`src/rtl/fifo_pkg.sv`:
```
// rtl/fifo_pkg.sv - shared constants, types and credit helper for the async FIFO read side
package fifo_pkg;

  localparam int DATA_WIDTH_DEF = 8;
  localparam int ADDR_WIDTH     = 4;
  localparam int FIFO_DEPTH     = 1 << ADDR_WIDTH;
  localparam int OBUF_DEPTH     = 2;
  localparam int LEVEL_W        = 2;

  typedef logic [LEVEL_W-1:0] level_t;

  // Words held plus words in flight, minus the one leaving, must leave room for one more.
  function automatic logic credit_ok(input level_t level, input logic pending, input logic pop);
    logic [2:0] sum;
    sum = {1'b0, level} + {2'b00, pending} - {2'b00, pop};
    return sum < 3'(OBUF_DEPTH);
  endfunction

endpackage

```
`src/rtl/fifo_rd_fwft_if.sv`:
```
// rtl/fifo_rd_fwft_if.sv - FIFO read port and FWFT output stream bundle
interface fifo_rd_fwft_if
  import fifo_pkg::*;
#(
  parameter int DATA_WIDTH = fifo_pkg::DATA_WIDTH_DEF
);

  logic                  empty;
  logic                  r_en;
  logic [DATA_WIDTH-1:0] rdata_mem;
  logic [DATA_WIDTH-1:0] out_data;
  logic                  out_valid;
  logic                  out_ready;
  level_t                buf_level;

  modport master (
    input  empty, rdata_mem, out_ready,
    output r_en, out_data, out_valid, buf_level
  );

  modport slave (
    output empty, rdata_mem, out_ready,
    input  r_en, out_data, out_valid, buf_level
  );

endinterface

```
`src/rtl/fifo_skid2.sv`:
```
// rtl/fifo_skid2.sv - two-entry arrival-ordered output buffer with push/pop/level
module fifo_skid2
  import fifo_pkg::*;
#(
  parameter int DATA_WIDTH = DATA_WIDTH_DEF
) (
  input  logic                  clk,
  input  logic                  rst_n,
  input  logic                  push,
  input  logic                  pop,
  input  logic [DATA_WIDTH-1:0] push_data,
  output logic [DATA_WIDTH-1:0] head_data,
  output level_t                level,
  output logic                  valid
);

  logic [DATA_WIDTH-1:0] slot0_q, slot0_d;
  logic [DATA_WIDTH-1:0] slot1_q, slot1_d;
  level_t                level_q, level_d;
  logic                  valid_q, valid_d;

  always_comb begin
    slot0_d = slot0_q;
    slot1_d = slot1_q;
    level_d = level_q;
    unique case ({push, pop})
      2'b10: begin
        level_d = level_q + 2'd1;
        if (level_q == 2'd0) slot0_d = push_data;
        else                 slot1_d = push_data;
      end
      2'b01: begin
        level_d = level_q - 2'd1;
        slot0_d = slot1_q;
      end
      2'b11: begin
        // Level is unchanged; the new word lands behind whatever remains.
        if (level_q == 2'd1) begin
          slot0_d = push_data;
        end else begin
          slot0_d = slot1_q;
          slot1_d = push_data;
        end
      end
      default: ;
    endcase
    valid_d = (level_d != 2'd0);
  end

  always_ff @(posedge clk or negedge rst_n) begin
    if (!rst_n) begin
      slot0_q <= '0;
      slot1_q <= '0;
      level_q <= '0;
      valid_q <= 1'b0;
    end else begin
      slot0_q <= slot0_d;
      slot1_q <= slot1_d;
      level_q <= level_d;
      valid_q <= valid_d;
    end
  end

  assign head_data = slot0_q;
  assign level     = level_q;
  assign valid     = valid_q;

endmodule

```
`src/rtl/fifo_rd_fwft.sv`:
```
// rtl/fifo_rd_fwft.sv - FWFT read stage: credit-based read issue into a 2-entry output buffer
module fifo_rd_fwft
  import fifo_pkg::*;
#(
  parameter int DATA_WIDTH = DATA_WIDTH_DEF
) (
  input  logic           rclk,
  input  logic           rrst_n,
  fifo_rd_fwft_if.master bus
);

  logic   rd_pending_q, rd_pending_d;
  logic   r_en;
  logic   pop;
  logic   valid;
  level_t level;

  assign pop = valid & bus.out_ready;

  // out_ready reaches r_en combinationally so a pop frees its slot in the same cycle.
  always_comb begin
    r_en         = rrst_n & ~bus.empty & credit_ok(level, rd_pending_q, pop);
    rd_pending_d = r_en;
  end

  always_ff @(posedge rclk or negedge rrst_n) begin
    if (!rrst_n) rd_pending_q <= 1'b0;
    else         rd_pending_q <= rd_pending_d;
  end

  fifo_skid2 #(
    .DATA_WIDTH(DATA_WIDTH)
  ) u_skid (
    .clk      (rclk),
    .rst_n    (rrst_n),
    .push     (rd_pending_q),
    .pop      (pop),
    .push_data(bus.rdata_mem),
    .head_data(bus.out_data),
    .level    (level),
    .valid    (valid)
  );

  assign bus.r_en      = r_en;
  assign bus.out_valid = valid;
  assign bus.buf_level = level;

endmodule

```
`src/flat_wrapper.sv`:
```
// flat-port wrapper written by rule: the top's interface ports become plain ports
module fifo_rd_fwft_flat import fifo_pkg::*;
#(
  parameter int DATA_WIDTH = DATA_WIDTH_DEF
)
  (rclk, rrst_n, bus_empty, bus_rdata_mem, bus_out_ready, bus_r_en, bus_out_data, bus_out_valid, bus_buf_level);
  fifo_rd_fwft_if #(.DATA_WIDTH(DATA_WIDTH)) bus_i ();
  input  logic rclk;
  input  logic rrst_n;
  input wire logic [$bits(bus_i.empty)-1:0] bus_empty;
  input wire logic [$bits(bus_i.rdata_mem)-1:0] bus_rdata_mem;
  input wire logic [$bits(bus_i.out_ready)-1:0] bus_out_ready;
  output wire logic [$bits(bus_i.r_en)-1:0] bus_r_en;
  output wire logic [$bits(bus_i.out_data)-1:0] bus_out_data;
  output wire logic [$bits(bus_i.out_valid)-1:0] bus_out_valid;
  output wire logic [$bits(bus_i.buf_level)-1:0] bus_buf_level;
  assign bus_i.empty = bus_empty;
  assign bus_i.rdata_mem = bus_rdata_mem;
  assign bus_i.out_ready = bus_out_ready;
  assign bus_r_en = bus_i.r_en;
  assign bus_out_data = bus_i.out_data;
  assign bus_out_valid = bus_i.out_valid;
  assign bus_buf_level = bus_i.buf_level;
  fifo_rd_fwft #(.DATA_WIDTH(DATA_WIDTH)) u_core (.rclk(rclk), .rrst_n(rrst_n), .bus(bus_i));
endmodule
```
`config.mk`:
```
export PLATFORM = sky130hd
export DESIGN_NAME = fifo_rd_fwft_flat
export DESIGN_NICKNAME = d
export VERILOG_FILES = /design/src/rtl/fifo_pkg.sv /design/src/rtl/fifo_rd_fwft_if.sv /design/src/rtl/fifo_skid2.sv /design/src/rtl/fifo_rd_fwft.sv /design/src/flat_wrapper.sv
export SDC_FILE = /design/constraint.sdc
export NUM_CORES = 1
export LEC_CHECK = 0
export ABC_AREA = 0
export CORE_UTILIZATION = 49
export CTS_CLUSTER_DIAMETER = 80
export DETAILED_ROUTE_END_ITERATION = 16
export GPL_ROUTABILITY_DRIVEN = 0
export PLACE_DENSITY = 0.85
export SYNTH_ARGS = -nofsm -noshare
export SYNTH_HDL_FRONTEND = slang
export SYNTH_HIERARCHICAL = 1
export SYNTH_SLANG_ARGS = --single-unit
export TNS_END_PERCENT = 20
```
`constraint.sdc`:
```
create_clock -name rclk -period 2.2 [get_ports rclk]
set_input_delay 0.22 -clock rclk [delete_from_list [all_inputs] [get_ports rclk]]
set_output_delay 0.22 -clock rclk [all_outputs]
set_load 0.1 [all_outputs]
```
; ---- After elaboration in Yosys (flattened, before gate mapping)
; Index checks and enable logic that the tools add are counted.
[totals]
register_bits = 20
out_inout_bits = 12
[op_classes]
n_reduce_logical = 6
addsub = 4
eq_ne = 7
muxes = 7
bitwise_logic = 4
magnitude_cmp = 1
[ops]
columns = op, n
row1 = $mux W8, 4
row2 = $pmux W8 S3, 1
row3 = $pmux W8 S2, 1
row4 = $ne A2 B2 Y1 const B, 3
row5 = $eq A2 B1 Y1 const B, 2
row6 = $eq A2 B2 Y1 const B, 2
row7 = $pmux W2 S2, 1
row8 = $reduce_bool A2 Y1, 2
row9 = $add A2 B1 Y3, 1
row10 = $and A1 B1 Y1, 3
row11 = $lt A3 B2 Y1 const B, 1
row12 = $reduce_and A3 Y1, 1
row13 = $reduce_bool A3 Y1, 1
row14 = $sub A3 B1 Y3, 1
row15 = $add A2 B1 Y2 const B, 1
row16 = $logic_not A2 Y1, 1
row17 = $reduce_and A2 Y1, 1
row18 = $sub A2 B1 Y2 const B, 1
row19 = $not A1 Y1, 1

; ---- Longest topological paths before layout
[depth]
ltp_word = 4
depth_mapped = 7
ltp_nobuf = 6

; ---- Cells and area by module
; The synthesis kept the hierarchy.
[modules_own_cells]
columns = module, area_per_inst_um2, cells_per_inst, seq_area_each_um2, instances
row1 = fifo_skid2, 1006.0, 90, 475.5, 1
row2 = fifo_rd_fwft, 96.3, 9, 25.0, 1

; ---- Worst setup path before layout
; No wires, ideal clock.
[synth_path]
path_kind = reg2reg
startpoint = register u_core.u_skid.valid_q, in the netlist u_core/u_skid/valid
endpoint = register u_core.rd_pending_q
arrival_ns = 3.423
t_required_ns = 1.944
path_slack_ns = -1.478
path_stages_with_launch = 7
path_cell_list = dfrtp_1 and2_1 ha_1 nand2b_1 fa_1 xor2_1 nor3_2
[synth_between]
elab_chain_cells = 4
[synth_lines]
columns = item, line
row1 = from (decl), fifo_skid2.sv:20  ; logic valid_q, valid_d;
row2 = from (signal assigned), fifo_skid2.sv:60  ; valid_q <= valid_d;
row3 = $and A1 B1 Y1, fifo_rd_fwft.sv:18  ; assign pop = valid & bus.out_ready;
row4 = via u_core.pop, fifo_rd_fwft.sv:14  ; logic pop;
row5 = $sub A3 B1 Y3, fifo_pkg.sv:15  ; sum = {1'b0, level} + {2'b00, pending} - {2'b00, pop};
row6 = $lt A3 B2 Y1, fifo_pkg.sv:16  ; return sum < 3'(OBUF_DEPTH);
row7 = $and A1 B1 Y1, fifo_rd_fwft.sv:22  ; r_en = rrst_n & ~bus.empty & credit_ok(level, rd_pending_q, pop);
row8 = via bus_r_en, flat_wrapper.sv:13  ; output wire logic [$bits(bus_i.r_en)-1:0] bus_r_en;
row9 = to (signal assigned), fifo_rd_fwft.sv:28  ; else rd_pending_q <= rd_pending_d;
row10 = to (decl), fifo_rd_fwft.sv:12  ; logic rd_pending_q, rd_pending_d;
; The timed path passes the listed nets, and every way through them passes these cells.
; A chain may end at the register's enable or synchronous reset.

; ---- Worst setup path after layout
[layout_path]
startpoint = register u_core.u_skid.valid_q, in the netlist u_core/u_skid/valid
endpoint = output port bus_r_en
[layout_between]
elab_chain_cells = 4
[layout_lines]
columns = item, line
row1 = $and A1 B1 Y1, fifo_rd_fwft.sv:18
row2 = via u_core.pop, fifo_rd_fwft.sv:14
row3 = $sub A3 B1 Y3, fifo_pkg.sv:15
row4 = $lt A3 B2 Y1, fifo_pkg.sv:16
row5 = $and A1 B1 Y1, fifo_rd_fwft.sv:22
row6 = to (decl), flat_wrapper.sv:13
; The timed path passes the listed nets, and every way through them passes these cells.

==> parameters.txt <==
Parameter                              Value

Finish
  Layout net count    157
  Ant diodes    0
  Design Area, Final    0.00151 mm2
  Fraction of layout instances using a drive strength above 1    28.9%
  Layout-stage area growth over the synthesis result    36.8%
  Post-layout utilization of the core    73.8%
  Final instance count without filler cells    162
  Number of fill cells    154

Placement
  Estimated wirelength of the detail-placed design    1700 um
  IO Port Bufs    23
  Area post-placement    0.00146 mm2
  DP Cell Count    155

Detailed routing
  TritonRoute pass-1 iters    4
  Mean routed wirelength per cell    13.8 um
  Overall routed net length    2230 um
  Antenna violation net count after detailed routing    0
  Total vias in the final route    873
  First-iteration detailed-routing DRC count    9
  # DRC    0
  Vias per std cell    5.39

Setup path
  FF-to-FF Start    u_core/u_skid/valid
  Launching element type of the critical path    flip-flop
  CP Data Arrival Time    2.27 ns
  Critical path destination    bus_r_en
  Type of the setup path with the least slack    reg2out
  Reg-to-reg critical path endpoint    u_core/rd_pending_q
  Sort of element at the end of the critical path    output pin
  Flop2flop setup slack    0.14 ns
  Required time of the worst setup path    1.98 ns
  Cells on worst reg2reg path    8
  Source of the critical timing path    u_core/u_skid/valid
  Biggest fanout along the worst timing path    2

Synth
  Average cell area after synthesis    11.1 um2
  Synth Net Count    120
  Syn Std Cell Area    0.00110 mm2
  Share of synthesized flip-flops with an asynchronous set or reset    100%
  FF+latch count, synth    20
  Commonest cells post-synth    20 x sky130_fd_sc_hd__dfrtp_1, 10 x sky130_fd_sc_hd__mux2_1, 8 x sky130_fd_sc_hd__ha_1
  Cell with the most instances after synthesis    sky130_fd_sc_hd__dfrtp_1
  Yosys top cell by area    sky130_fd_sc_hd__dfrtp_1
  Sequential share of the synthesized area    45.4%
  Count of flip-flops with a built-in enable after synthesis    0
  Count of mapped cells out of synthesis    99
  Ranking of synthesized cells by area    sky130_fd_sc_hd__dfrtp_1 45%, sky130_fd_sc_hd__mux2_1 10%, sky130_fd_sc_hd__ha_1 9.1%
  Area share of the largest cell type after synthesis    45.4%
  Total of warnings raised by yosys    6
  Number of different library cells in the post-synthesis netlist    29
  Prevailing post-synth register cell    sky130_fd_sc_hd__dfrtp_1

Die
  Row Count    16
  Die W    49.4 um
  Die Y-Extent    49.4 um
  Placeable core region    0.00204 mm2
  Initial Utilization    54.0%
  IO Pins    24
  Total die area    0.00244 mm2

Clock tree
  H-tree lvl count    1
  Buffer type at the clock tree root    sky130_fd_sc_hd__clkbuf_4
  CTS clock-pin slew for the worst setup and hold paths    0.11 ns
  Clock tree sinks    20
  Clock latency of the later-clocked register in the worst-skew pair    0.29 ns
  Clock tree from TritonCTS    yes
  Clock buffer count from CTS    3
  Buffer levels on the longest clock path    2

GRT
  Final global-route overflow total    0
  First-pass GRT wire length    3890 um
  Largest net degree at the start of global routing    21
  GRT Overall Usage    21.0%
  Antenna violations before repair    0
  Via count of the first global-routing pass    881

Timing
  Worst clock skew    0.00409 ns
  Number of setup violations in the final report    1
  Final worst-path setup slack    -0.291 ns
  Fin Setup TNS    -0.291 ns
  Final number of hold-violating endpoints    0
  Max Freq    0.402 GHz
  RSZ-0062 raised after global routing    true
  Slew of the pin with the lowest slew margin    0.277 ns
  Minimum clock period after layout    2.49 ns
  Max-slew headroom at the worst pin    81.5%
  Pins Over Slew Limit    0
  Period utilization    113%

Min path
  Min-Delay Path Class    in2async

Run
  Maximum capacitance violations    0

Outcome
  Failing checks    negative setup slack
  Result of the run    complete, but fails checks
[worst min-delay path by stage]
stage	startpoint	to	slack (ns)
after floorplan	rrst_n	u_core/rd_pending_q	-0.08
after global placement	u_core/u_skid/slot1_q[4]	u_core/u_skid/slot1_q[4]	0.46
after detailed placement	u_core/u_skid/slot1_q[0]	u_core/u_skid/slot1_q[0]	0.47
after CTS	rrst_n	u_core/u_skid/head_data[0]	0.36
after global routing	rrst_n	u_core/u_skid/head_data[7]	0.38
final	rrst_n	u_core/u_skid/head_data[0]	0.37
[per-stage QoR]
step / setup slack, ns / hold slack, ns
finish: -0.291 / 0.367
global route: -0.360 / 0.377
CTS: -0.345 / 0.359
detailed placement: -0.201 / 0.472
global placement: -0.171 / 0.464
floorplan: -0.630 / -0.0756
[cell families (layout without fill, tap and decap cells)]
kind of cell	Yosys count	count (layout)	share of synthesized area (%)
buffers and inverters	10	46	4.09
xor gates and xnor gates	1	1	0.795
DFF	20	20	45.4
adders and majority gates	9	9	10.9
AOI/OAI and AO/OA	24	24	12.9
muxes	13	13	13.8
and+or+nand+nor	22	22	12.0
[routing by layer]
| metal | share of wire [%] | global-route usage, % | wire (um) |
|---|---|---|---|
| met1 | 43 | 25.1 | 965 |
| met2 | 52 | 38.4 | 1160 |
| met3 | 4.3 | 3.43 | 96 |
| met4 | 0.58 | 5.71 | 13 |
| met5 | 0 | 0 | 0 |
[placed cells by master (no fill, tap or decap), types with 3 or more instances in the layout]
master,count
sky130_fd_sc_hd__dfrtp_1,19
sky130_fd_sc_hd__clkbuf_4,3
sky130_fd_sc_hd__o21ai_1,5
sky130_fd_sc_hd__a31oi_1,6
sky130_fd_sc_hd__a21oi_1,7
sky130_fd_sc_hd__buf_4,23
sky130_fd_sc_hd__nand2b_1,4
sky130_fd_sc_hd__nand3_1,6
sky130_fd_sc_hd__mux2_1,10
sky130_fd_sc_hd__ha_1,7
sky130_fd_sc_hd__clkdlybuf4s50_1,11
sky130_fd_sc_hd__inv_1,5
[critical path, stage by stage (launching register included)]
cell                       delay (ns)
sky130_fd_sc_hd__dfrtp_4         0.49
sky130_fd_sc_hd__and2_4          0.15
sky130_fd_sc_hd__ha_4            0.20
sky130_fd_sc_hd__nand2b_4        0.13
sky130_fd_sc_hd__fa_2            0.35
sky130_fd_sc_hd__xor2_2          0.20
sky130_fd_sc_hd__nor3_4          0.25
sky130_fd_sc_hd__buf_12          0.20
[repair_timing]
item	4_1_cts	5_1_grt
setup endpoints to repair	1	1
setup buffers	2	1
pin swaps	1	2
hold buffers	0	0
gates resized for setup	1	0
gates cloned	0	0
[registers in the layout, summed over array words and instances (netlist names)]
name                     cells
u_core/u_skid/head_data      8
u_core/u_skid/valid          1
u_core/rd_pending_q          1
u_core/u_skid/level          2
u_core/u_skid/slot1_q        8
[final cells by class]
cell class	count	area [um2]	share of cell area (%)
multi-input cells	69	598	39.7
flip-flops and latches	20	504	33.4
repair buffers	36	323	21.4
well taps	27	33.8	2.24
clock buffers	4	26.3	1.74
inverters	6	22.5	1.49
Power is not shown: default switching activity piles up to over one toggle a cycle in this logic, so the estimate is an artifact.
